`config.mk`:
```
export PLATFORM = sky130hd
export DESIGN_NAME = fifo_byte_sequencer_flat
export DESIGN_NICKNAME = d
export VERILOG_FILES = /design/src/rtl/fifo_byte_sequencer_if.sv /design/src/rtl/fifo_byte_sequencer.sv /design/src/flat_wrapper.sv
export SDC_FILE = /design/constraint.sdc
export NUM_CORES = 1
export LEC_CHECK = 0
export BUFFER_PORTS_ARGS = -buffer_cell sky130_fd_sc_hd__clkbuf_2
export CAP_MARGIN = 25
export CORE_UTILIZATION = 58
export DETAILED_ROUTE_END_ITERATION = 8
export PLACE_DENSITY = 0.91
export SLEW_MARGIN = 15
export SYNTH_ARGS = -nofsm -noshare
export SYNTH_HDL_FRONTEND = slang
export SYNTH_SLANG_ARGS = --single-unit
export TNS_END_PERCENT = 10
```
`constraint.sdc`:
```
create_clock -name Clock -period 4.35 [get_ports Clock]
set_input_delay 0.87 -clock Clock [delete_from_list [all_inputs] [get_ports Clock]]
set_output_delay 0.87 -clock Clock [all_outputs]
set_load 0.02 [all_outputs]
```
`src/rtl/fifo_byte_sequencer_if.sv`:
```
// Bundles the sequencer's control, FIFO read port and UART TX handshake.
// The slave modport is the sequencer; the master modport is its surroundings.
interface fifo_byte_sequencer_if #(
  parameter int WORD_W = 32,
  parameter int CNT_W  = 16
);
  logic              Start;
  logic              Abort;
  logic [CNT_W-1:0]  WordCount;
  logic [WORD_W-1:0] FifoData;
  logic              FifoEmpty;
  logic              FifoReadEn;
  logic              TxBusy;
  logic              TxStart;
  logic [7:0]        TxData;
  logic              Busy;
  logic              Done;
  logic [CNT_W-1:0]  WordsSent;

  modport slave (
    input  Start, Abort, WordCount, FifoData, FifoEmpty, TxBusy,
    output FifoReadEn, TxStart, TxData, Busy, Done, WordsSent
  );

  modport master (
    output Start, Abort, WordCount, FifoData, FifoEmpty, TxBusy,
    input  FifoReadEn, TxStart, TxData, Busy, Done, WordsSent
  );
endinterface

```
`src/rtl/fifo_byte_sequencer.sv`:
```
// Drains FIFO words and sends each as bytes, MSB first, over a start/busy UART handshake.
//
//  state    | meaning
//  ---------+-----------------------------------------------------------
//  S_IDLE   | waiting for Start
//  S_CHK    | decide: pop a word, stall on empty (count mode), or finish (drain mode)
//  S_RD     | pop strobe in first cycle, then wait for FIFO read latency and latch word
//  S_TXWAIT | wait for UART idle, then pulse TxStart
//  S_GUARD  | one cycle skipped while the UART raises TxBusy
//  S_TXBUSY | wait for the byte to finish; advance byte or word
//  S_NEXT   | word finished: check count-mode termination
module fifo_byte_sequencer #(
  parameter int WORD_W      = 32,
  parameter int FIFO_RD_LAT = 1,
  parameter int CNT_W       = 16
) (
  input  logic                  Clock,
  input  logic                  Reset_n,
  fifo_byte_sequencer_if.slave  bus
);
  localparam int NB    = WORD_W / 8;
  localparam int IDX_W = (NB > 1) ? $clog2(NB) : 1;

  typedef enum logic [2:0] {
    S_IDLE,
    S_CHK,
    S_RD,
    S_TXWAIT,
    S_GUARD,
    S_TXBUSY,
    S_NEXT
  } state_t;

  state_t              state_q, state_d;
  logic [WORD_W-1:0]   word_q, word_d;
  logic [IDX_W-1:0]    idx_q, idx_d;
  logic [1:0]          rd_cnt_q, rd_cnt_d;
  logic [CNT_W-1:0]    count_q, count_d;
  logic [CNT_W-1:0]    words_sent_q, words_sent_d;

  logic                fifo_rd_en;
  logic                tx_start;
  logic                done;
  logic [7:0]          tx_byte;

  always_ff @(posedge Clock or negedge Reset_n) begin
    if (!Reset_n) begin
      state_q      <= S_IDLE;
      word_q       <= '0;
      idx_q        <= '0;
      rd_cnt_q     <= '0;
      count_q      <= '0;
      words_sent_q <= '0;
    end else begin
      state_q      <= state_d;
      word_q       <= word_d;
      idx_q        <= idx_d;
      rd_cnt_q     <= rd_cnt_d;
      count_q      <= count_d;
      words_sent_q <= words_sent_d;
    end
  end

  always_comb begin
    state_d      = state_q;
    word_d       = word_q;
    idx_d        = idx_q;
    rd_cnt_d     = rd_cnt_q;
    count_d      = count_q;
    words_sent_d = words_sent_q;
    fifo_rd_en   = 1'b0;
    tx_start     = 1'b0;
    done         = 1'b0;

    // Abort overrides everything, including a same-cycle Start
    if (bus.Abort) begin
      state_d = S_IDLE;
    end else begin
      unique case (state_q)
        S_IDLE: begin
          if (bus.Start) begin
            count_d      = bus.WordCount;
            words_sent_d = '0;
            state_d      = S_CHK;
          end
        end
        S_CHK: begin
          if (!bus.FifoEmpty) begin
            rd_cnt_d = '0;
            state_d  = S_RD;
          end else if (count_q == '0) begin
            done    = 1'b1;
            state_d = S_IDLE;
          end
        end
        S_RD: begin
          fifo_rd_en = (rd_cnt_q == 2'd0);
          if (rd_cnt_q == 2'(FIFO_RD_LAT)) begin
            word_d  = bus.FifoData;
            idx_d   = '0;
            state_d = S_TXWAIT;
          end else begin
            rd_cnt_d = rd_cnt_q + 2'd1;
          end
        end
        S_TXWAIT: begin
          if (!bus.TxBusy) begin
            tx_start = 1'b1;
            state_d  = S_GUARD;
          end
        end
        S_GUARD: begin
          state_d = S_TXBUSY;
        end
        S_TXBUSY: begin
          if (!bus.TxBusy) begin
            if (idx_q != IDX_W'(NB - 1)) begin
              idx_d   = idx_q + 1'b1;
              state_d = S_TXWAIT;
            end else begin
              if (words_sent_q != '1) begin
                words_sent_d = words_sent_q + 1'b1;
              end
              state_d = S_NEXT;
            end
          end
        end
        S_NEXT: begin
          if ((count_q != '0) && (words_sent_q == count_q)) begin
            done    = 1'b1;
            state_d = S_IDLE;
          end else begin
            state_d = S_CHK;
          end
        end
        default: state_d = S_IDLE;
      endcase
    end
  end

  always_comb begin
    tx_byte = word_q[WORD_W-1-8*int'(idx_q) -: 8];
  end

  assign bus.FifoReadEn = fifo_rd_en;
  assign bus.TxStart    = tx_start;
  assign bus.TxData     = tx_byte;
  assign bus.Busy       = (state_q != S_IDLE);
  assign bus.Done       = done;
  assign bus.WordsSent  = words_sent_q;
endmodule

```
`src/flat_wrapper.sv`:
```
// flat-port wrapper written by rule: the top's interface ports become plain ports
module fifo_byte_sequencer_flat 
#(
  parameter int WORD_W      = 32,
  parameter int FIFO_RD_LAT = 1,
  parameter int CNT_W       = 16
)
  (Clock, Reset_n, bus_Start, bus_Abort, bus_WordCount, bus_FifoData, bus_FifoEmpty, bus_TxBusy, bus_FifoReadEn, bus_TxStart, bus_TxData, bus_Busy, bus_Done, bus_WordsSent);
  fifo_byte_sequencer_if #(.WORD_W(WORD_W), .CNT_W(CNT_W)) bus_i ();
  input  logic Clock;
  input  logic Reset_n;
  input wire logic [$bits(bus_i.Start)-1:0] bus_Start;
  input wire logic [$bits(bus_i.Abort)-1:0] bus_Abort;
  input wire logic [$bits(bus_i.WordCount)-1:0] bus_WordCount;
  input wire logic [$bits(bus_i.FifoData)-1:0] bus_FifoData;
  input wire logic [$bits(bus_i.FifoEmpty)-1:0] bus_FifoEmpty;
  input wire logic [$bits(bus_i.TxBusy)-1:0] bus_TxBusy;
  output wire logic [$bits(bus_i.FifoReadEn)-1:0] bus_FifoReadEn;
  output wire logic [$bits(bus_i.TxStart)-1:0] bus_TxStart;
  output wire logic [$bits(bus_i.TxData)-1:0] bus_TxData;
  output wire logic [$bits(bus_i.Busy)-1:0] bus_Busy;
  output wire logic [$bits(bus_i.Done)-1:0] bus_Done;
  output wire logic [$bits(bus_i.WordsSent)-1:0] bus_WordsSent;
  assign bus_i.Start = bus_Start;
  assign bus_i.Abort = bus_Abort;
  assign bus_i.WordCount = bus_WordCount;
  assign bus_i.FifoData = bus_FifoData;
  assign bus_i.FifoEmpty = bus_FifoEmpty;
  assign bus_i.TxBusy = bus_TxBusy;
  assign bus_FifoReadEn = bus_i.FifoReadEn;
  assign bus_TxStart = bus_i.TxStart;
  assign bus_TxData = bus_i.TxData;
  assign bus_Busy = bus_i.Busy;
  assign bus_Done = bus_i.Done;
  assign bus_WordsSent = bus_i.WordsSent;
  fifo_byte_sequencer #(.WORD_W(WORD_W), .FIFO_RD_LAT(FIFO_RD_LAT), .CNT_W(CNT_W)) u_core (.Clock(Clock), .Reset_n(Reset_n), .bus(bus_i));
endmodule
```
==> results of run 1 <==
-- path summary, 6_finish.rpt --
path,start,endpoint,depth (start not counted)
worst max-delay path,u_core.bus.WordsSent[11],bus_Done,6
worst min-delay path,Reset_n,u_core.bus.WordsSent[11],1
worst max register to register,u_core.bus.WordsSent[0],u_core.bus.WordsSent[7],6
worst min register to register,u_core.word_q[10],u_core.word_q[10],1
max in group asynchronous,Reset_n,u_core.word_q[24],3
min in group Clock,u_core.word_q[10],u_core.word_q[10],1
-- layout make-up --
class	count	area share, %
clock buffer	9	2.88
clock inverter	7	1.48
inverter	4	0.349
multi-input combinational	256	41.4
sequential	71	41.3
tap	75	2.18
timing repair buffer	84	10.4
-- worst reg2reg max path: cells and delay by family (launching register included) --
kind,cells,cell delay [ns]
AOI/OAI and AO/OA,3,1.00
adders and majority gates,1,0.29
DFF,1,0.49
and+or+nand+nor,2,0.65
-- placed cells by master, fill, tap and decap left out, types with 9 or more instances in the layout --
cell	instances
nand2_1	71
o21ai_0	18
nand4_1	10
clkbuf_8	9
a21oi_1	10
nand3_1	10
clkbuf_2	80
nor2_1	12
xnor2_1	16
dfrtp_1	71
mux2_2	33
-- power groups by stage --
stage / combinational, mW / sequential [mW] / clock, mW
6_report: 0.608 / 1.04 / 0.505
3_3_place_gp: 0.564 / 1.02 / 0
5_1_grt: 0.665 / 1.06 / 0.538
3_5_place_dp: 0.598 / 1.05 / 0
4_1_cts: 0.606 / 1.03 / 0.511
2_1_floorplan: 0.493 / 0.963 / 0
-- per-stage QoR --
stage               total power [mW]  cells  util, %  instance area [µm²]
global placement                1.59    489     68.2                 4090
CTS                             2.15    505     71.3                 4270
global route                    2.27    506     71.8                 4300
detailed placement              1.65    489     68.2                 4090
finish                          2.15    506     71.8                 4300
floorplan                       1.46    349        -                 3660
-- sequential cells by signal, indices dropped and copies added, names as in the netlist --
name,cells
u_core.bus.WordsSent,16
u_core.count_q,16
u_core.idx_q,2
u_core.rd_cnt_q,2
u_core.state_q,3
u_core.word_q,32
-- cells by family (layout without fill, tap and decap cells) --
kind of cell    count (synthesis)  count (layout)
simple gates                  146             146
flops                          71              71
compound gates                 48              48
mux                            41              41
buf+inv                        22             104
xor+xnor                       17              17
fa+ha+maj                       4               4
-- metal layers --
| layer | vias up | share of wire [%] | global-route usage (%) |
|---|---|---|---|
| li1 | 1410 | - | - |
| met5 | - | 0 | 0 |
| met4 | 0 | 1.9 | 12.5 |
| met1 | 1463 | 43 | 37.5 |
| met2 | 121 | 49 | 43.0 |
| met3 | 18 | 6.6 | 6.44 |
==> results.toml, run 1 <==
[place]
portBuffers = 81
dp_slack_ns = 1.46
gp_congestion = 0.858
dp_hpwl_um = 6090

[critical_path]
critical_path_buf_inv_count = 1
start_kind = "flip-flop"
crit_family = "simple AND/OR/NAND/NOR gates"
critPathRequiredTime_ns = 3.48
crit_arrival_ns = 2.01
path_common_cell = "nand4_1"
reg2reg_slack_ns = 1.84
crit_path_cell_trace = "xnor2_1 -> nand4_1 -> nor3_1 -> nand4_1 -> o21ai_0 -> clkbuf_2"
cp_max_fo = 7
cp_slowest_stage_delay_ns = 0.47
path_class = "reg -> out"
end_kind = "output pin"
critPathSlowestCell = "dfrtp_1"

[final_layout]
multi_input_area_mm2 = 0.00178
diodes = 0
area_growth_pct = 17.4
nFillCells = 402
final_nets = 484
drive_gt1_share_pct = 34.3
register_area_mm2 = 0.00178

[power_and_ir_drop]
power.switching_mw = 0.756
p_int_mw = 1.40
seqPwrFrac_pct = 48.3
switching_share_pct = 35.2
power.share.combinational_pct = 28.2
ir_worst_vdd_uv = 313
p_clk_share_pct = 23.5
power.leakage_nw = 2.07
powerDensity_mw_per_mm2 = 500

[synthesis]
synthTopCellsByArea = "dfrtp_1 48%, mux2_2 10%, nand2_1 7.3%"
yosysSeqAreaShare_pct = 48.5
synth_largest_area_cell = "dfrtp_1"
netlist_area_mm2 = 0.00366
async_reset_ff_share_pct = 100
synth_xor_area_share_pct = 4.06
ys.warnings.count = 0
ys_types = 43
synth_top_family_by_area = "simple AND/OR/NAND/NOR gates"
synth_compound_area_share_pct = 8.16
synthCells = 349
synth-edff-count = 0
ys_ff_latch = 71
synth_mux_area_share_pct = 15.1
synth_flop_cell = "dfrtp_1"
yosys.area_share.adder_pct = 1.37
synth-simple-area-share_pct = 19.9
synth_common_cells = "71 x dfrtp_1, 71 x nand2_1, 33 x mux2_2"
avgSynthCellArea_um2 = 10.5
synth_top_cell_area_share_pct = 48.5
synth.net_count = 407

[detailed_routing]
drt_iter0_drc = 212
ant_nets = 0
vias = 3012
wl_um = 8530
viasPerCell = 5.95
remaining_drc_errors = 0
drt_pre_antenna_iters = 5
wl_per_cell_um = 16.9

[grt]
grt_start_max_net_pins = 45
antenna_found_initial = 0
grt_usage_pct = 27.9
overflow = 0
grt_pass1_vias = 2909
grt_first_pass_wirelength_um = 13600

[sta]
setup_violations = 0
fmax_ghz = 0.347
worst_pin_slew_ns = 0.872
holdWs_ns = 0.458
rsz0062_at_grt = "no"
finalHoldViolCount = 0
fin_crit_sh_pct = 66.3
setup-tns-final_ns = 0
timing.final.ws_setup_ns = 1.47
finalCriticalPeriod_ns = 2.88
drv_slew = 0
finalClockSkew_ns = 0.0135
max_slew_margin_pct = 41.9

[cts]
cts_num_sinks = 71
cts_resized = 0
cts_tree = "yes"
cts_buffer_depth = 2
postCtsHoldBufs = 0
clk_latency_ns = 0.35
clk_pin_slew_ns = 0.08
cts_root_buf = "clkbuf_8"
postCtsSetupBuffers = 0
htreeDepth = 3
cts_buffers = 9

[worst_hold_path]
hold_class = "in -> async"

[floorplanning]
start_util_pct = 61.2
core-area_mm2 = 0.00599
ios = 82
die_area_mm2 = 0.00664
chipWidth_um = 81.5
dieHeight_um = 81.5
row_count = 28

[job]
drv_cap = 0

[status]
status = "complete, no violations"
No activity file was read; power rests on OpenSTA's default activity.
==> run 2: changes to the inputs <==
- ABC_AREA: not set -> 1
- CORE_UTILIZATION: 58 -> 56
- PLACE_DENSITY: 0.91 -> 0.87
- clock period: 4.35 -> 2.9 ns (I/O delays scaled with it)
==> results.toml, run 2 <==
[grt]
grt_usage_pct = 29.0
grt_first_pass_wirelength_um = 17100
grt_start_max_net_pins = 33
antenna_found_initial = 0
grt_pass1_vias = 3610
overflow = 0

[critical_path]
timing.rr.start = "u_core.bus.WordsSent[0]"
end_kind = "output pin"
crit_path_cell_trace = "inv_1 -> nand2_1 -> nand2_1 -> nor2_1 -> nand2_1 -> nor2_1 -> nand4_1 -> a21oi_1 -> clkbuf_2"
cp_max_fo = 5
path_class = "reg -> out"
critical_path_buf_inv_count = 2
critPathSlowestCell = "dfrtp_1"
cp_slowest_stage_delay_ns = 0.46
path_common_cell = "nand2_1"
crit_family = "simple AND/OR/NAND/NOR gates"
start_kind = "flip-flop"
worstRegToRegCells = 11
crit_arrival_ns = 1.95
worst_r2r_endpoint = "u_core.bus.WordsSent[11]"
reg2reg_slack_ns = 0.89
critPathRequiredTime_ns = 2.32

[floorplanning]
row_count = 30
start_util_pct = 59.3
dieHeight_um = 87.7
die_area_mm2 = 0.00770
chipWidth_um = 87.7
ios = 82
core-area_mm2 = 0.00694

[detailed_routing]
wl_per_cell_um = 15.1
drt_iter0_drc = 302
vias = 3659
viasPerCell = 5.51
remaining_drc_errors = 0
drt_pre_antenna_iters = 5
ant_nets = 0
wl_um = 10000

[sta]
rsz0062_at_grt = "no"
finalCriticalPeriod_ns = 2.53
timing.final.ws_setup_ns = 0.374
worst_pin_slew_ns = 0.556
fmax_ghz = 0.396
finalClockSkew_ns = 0.0103
finalHoldViolCount = 0
max_slew_margin_pct = 62.9
setup_violations = 0
fin_crit_sh_pct = 87.1
holdWs_ns = 0.203
drv_slew = 0
setup-tns-final_ns = 0

[power_and_ir_drop]
finalPower_mw = 3.96
switching_share_pct = 35.8
seqPwrFrac_pct = 38.0
powerDensity_mw_per_mm2 = 814
power.leakage_nw = 2.51
ir_worst_vdd_uv = 501
p_int_mw = 2.54
power.switching_mw = 1.41
p_clk_share_pct = 26.2
power.share.combinational_pct = 35.8

[final_layout]
final_nets = 621
largest_register = "u_core.word_q"
stdcell_count = 664
area_growth_pct = 18.0
largest_reg_flops = 32
layout_commonest_cell = "nand2_1"
diodes = 0
final_cell_mix = "89 x nand2_1, 80 x clkbuf_2, 71 x dfrtp_1, 70 x nor2_1, 49 x inv_1"
drive_gt1_share_pct = 30.3
utilization_pct = 70.0
nFillCells = 510
design_area_mm2 = 0.00486

[place]
placed_cell_area_mm2 = 0.00460
dp_hpwl_um = 7340
dp_slack_ns = 0.793
portBuffers = 81
dp_cells = 648
gp_congestion = 0.906

[synthesis]
synth.most_common_cell = "nand2_1"
ys_types = 30
ys_ff_latch = 71
async_reset_ff_share_pct = 100
synth_largest_area_cell = "dfrtp_1"
synth_flop_cell = "dfrtp_1"
synth_common_cells = "89 x nand2_1, 71 x dfrtp_1, 70 x nor2_1"
netlist_area_mm2 = 0.00412
synth_top_cell_area_share_pct = 43.2
ys.warnings.count = 0
avgSynthCellArea_um2 = 8.61
synthCells = 478
synth.net_count = 536
synthTopCellsByArea = "dfrtp_1 43%, mux2_4 11%, nand2_1 8.1%"
synth-edff-count = 0
yosysSeqAreaShare_pct = 43.2

[worst_hold_path]
hold_class = "in -> async"

[cts]
postCtsSetupBuffers = 0
htreeDepth = 3
cts_resized = 0
clk_pin_slew_ns = 0.08
cts_buffers = 9
postCtsHoldBufs = 0
cts_tree = "yes"
cts_buffer_depth = 2
cts_num_sinks = 71
clk_latency_ns = 0.35
cts_root_buf = "clkbuf_8"

[job]
drv_cap = 0

[status]
status = "complete, no violations"
==> run 2: changes by cell type after synthesis, sizes merged, moves of 13 or more <==
cell,delta
inv,+50
nor2,+60
o21ai,+19
nand3,+16
a21oi,+13
nand2,+31
xnor2,-16
==> run 2: cells by family after synthesis <==
family,Yosys count,share of synthesized area (%)
mux,32,11.5
simple gates,224,24.8
buf+inv,67,7.14
flops,71,43.2
compound gates,71,10.3
xor+xnor,9,1.92
fa+ha+maj,4,1.22
==> run 2: area by class of cell <==
cell class	instances	area, µm²	share of cell area [%]
Clock inverter	6	133	2.73
Inverter	54	205	4.22
Tap cell	96	120	2.47
Sequential cell	71	1780	36.6
Clock buffer	10	128	2.63
Timing Repair Buffer	87	450	9.27
Multi-Input combinational cell	340	2050	42.1
==> run 2: how the worst max path moves through the flow <==
stage | startpoint | to | slack (ns) | depth (start not counted)
floorplan | u_core.bus.WordsSent[10] | bus_Done | 0.86 | 8
global placement | u_core.bus.WordsSent[7] | bus_Done | 0.82 | 9
detailed placement | u_core.bus.WordsSent[2] | bus_Done | 0.79 | 9
CTS | u_core.bus.WordsSent[7] | bus_Done | 0.36 | 9
global route | u_core.bus.WordsSent[7] | bus_Done | 0.16 | 9
finish | u_core.bus.WordsSent[7] | bus_Done | 0.37 | 9
==> run 2: power groups by stage <==
stage,combinational (mW),sequential [mW],clock [mW]
6_report,1.41,1.50,1.04
3_5_place_dp,1.41,1.51,0
3_3_place_gp,1.34,1.49,0
2_1_floorplan,1.06,1.44,0
5_1_grt,1.57,1.53,1.09
4_1_cts,1.41,1.49,1.05
==> run 2: metal layers <==
layer	global-route usage, %	part of all wire [%]	vias to the layer above
met5	0	0	-
li1	-	-	1733
met1	38.2	43	1743
met3	7.07	6.3	24
met2	45.9	48	159
met4	12.2	2.4	0
==> run 3: changes to the inputs <==
- BUFFER_PORTS_ARGS: -buffer_cell sky130_fd_sc_hd__clkbuf_2 -> not set
- CORE_UTILIZATION: 56 -> 64
- DONT_BUFFER_PORTS: not set -> 1
- MAX_ROUTING_LAYER: not set -> met4
- PLACE_DENSITY: 0.87 -> 0.86
==> results.toml, run 3 (same netlist as run 2, synthesis figures left out) <==
[cts]
cts_root_buf = "clkbuf_8"
cts_tree = "yes"
htreeDepth = 3
cts_buffer_depth = 2
cts_buffers = 9
clk_latency_ns = 0.34
clk_pin_slew_ns = 0.07
cts_resized = 0
cts_num_sinks = 71

[floorplanning]
ios = 82
start_util_pct = 67.9
die_area_mm2 = 0.00676
core-area_mm2 = 0.00606
chipWidth_um = 82.2
row_count = 28
dieHeight_um = 82.2

[worst_hold_path]
hold_class = "in -> async"

[power_and_ir_drop]
switching_share_pct = 37.7
powerDensity_mw_per_mm2 = 807
power.switching_mw = 1.32
seqPwrFrac_pct = 42.7
power.leakage_nw = 2.13
p_clk_share_pct = 21.2
p_int_mw = 2.18
power.share.combinational_pct = 36.1
ir_worst_vdd_uv = 548

[critical_path]
path_class = "reg -> out"
cp_max_fo = 5
crit_arrival_ns = 2.13
start_kind = "flip-flop"
end_kind = "output pin"
critPathRequiredTime_ns = 2.32

[detailed_routing]
ant_nets = 0
remaining_drc_errors = 0
wl_um = 9100
drt_iter0_drc = 259
vias = 3272
wl_per_cell_um = 16.3
drt_pre_antenna_iters = 6
viasPerCell = 5.85

[grt]
grtUsageMet3_pct = 7.91
met1_usage_pct = 36.0
grt_pass1_vias = 3232
grt_usage_pct = 30.1
grt_first_pass_wirelength_um = 14600
gr-usage-met2_pct = 47.8
grt_start_max_net_pins = 72
overflow = 0
busiest_layer = "met2"
antenna_found_initial = 0

[final_layout]
layout_commonest_cell = "nand2_1"
final_cell_mix = "89 x nand2_1, 71 x dfrtp_1, 70 x nor2_1, 49 x inv_1, 30 x mux2_4"
final_nets = 538
largest_reg_flops = 32
stdcell_count = 559
drive_gt1_share_pct = 18.0
diodes = 0
utilization_pct = 71.8
largest_register = "u_core.word_q"
area_growth_pct = 5.68

[sta]
finalHoldViolCount = 0
worst_pin_slew_ns = 0.851
finalClockSkew_ns = 0.00419
fin_crit_sh_pct = 93.4
holdWs_ns = 0.0967
fmax_ghz = 0.369
max_slew_margin_pct = 43.2
setup-tns-final_ns = 0
finalCriticalPeriod_ns = 2.71
rsz0062_at_grt = "no"
setup_violations = 0
drv_slew = 0

[job]
drv_cap = 0

[place]
dp_cells = 543
dp_hpwl_um = 6690
gp_congestion = 0.882
portBuffers = 0

[status]
status = "complete, no violations"
run 3: cell count changes in the layout (fill, tap and decap cells not counted):
cell	change
clkbuf_2	-80
buf_4	-3
bufinv_16	-3
buf_16	+1
buf_2	-1
clkbuf_1	+1
clkinv_2	+1
run 3: final cells by class:
cell class	instances	area [µm²]
repair buffers	4	50.0
fillers	434	1710
clock buffers	11	131
well taps	75	93.8
flip-flops and latches	71	1780
multi-input cells	340	2050
inverters	54	205
clock inverters	4	47.5
run 3: worst max-delay path: stages, from the launching register on:
cell and delay (ns):
dfrtp_1 0.53, inv_1 0.16, nand2_1 0.12, nand2_1 0.06, nor2_1 0.16, nand2_1 0.07, nor2_1 0.13, nand4_1 0.10
a21oi_1 0.45
run 3: stage by stage:
stage	power [mW]	cell area [µm²]	worst slack (ns)
after floorplan	2.50	4120	0.863
after global placement	2.68	4140	0.622
after detailed placement	2.74	4140	0.608
after CTS	3.50	4350	0.213
after global routing	3.73	4350	0.0901
final	3.51	4350	0.190
run 3: worst paths after layout:
check,from,end,slack (ns),depth (start not counted)
max reg2reg,u_core.bus.WordsSent[0],u_core.bus.WordsSent[11],0.62,10
min,Reset_n,u_core.bus.WordsSent[5],0.1,1
max in group asynchronous,Reset_n,u_core.state_q[1],2.49,1
max,u_core.bus.WordsSent[7],bus_Done,0.19,8
min reg2reg,u_core.rd_cnt_q[1],u_core.rd_cnt_q[1],0.51,1
min in group Clock,bus_TxBusy,u_core.state_q[2],0.38,2
run 3: power groups by stage:
stage / registers [mW] / logic, mW / clock network (mW)
final: 1.50 / 1.27 / 0.745
after floorplan: 1.44 / 1.06 / 0
after detailed placement: 1.51 / 1.23 / 0
after global routing: 1.53 / 1.40 / 0.791
after global placement: 1.50 / 1.18 / 0
after CTS: 1.49 / 1.26 / 0.748
run 3: layer usage:
metal | routed length, µm | part of all wire, %
met4 | 216 | 2.4
met2 | 4420 | 49
met3 | 682 | 7.5
met1 | 3780 | 42
met5 | 0 | 0
run 3: what timing repair did:
action,in CTS,in global routing
hold endpoints to repair,71,0
setup buffers,0,0
hold buffers,1,0
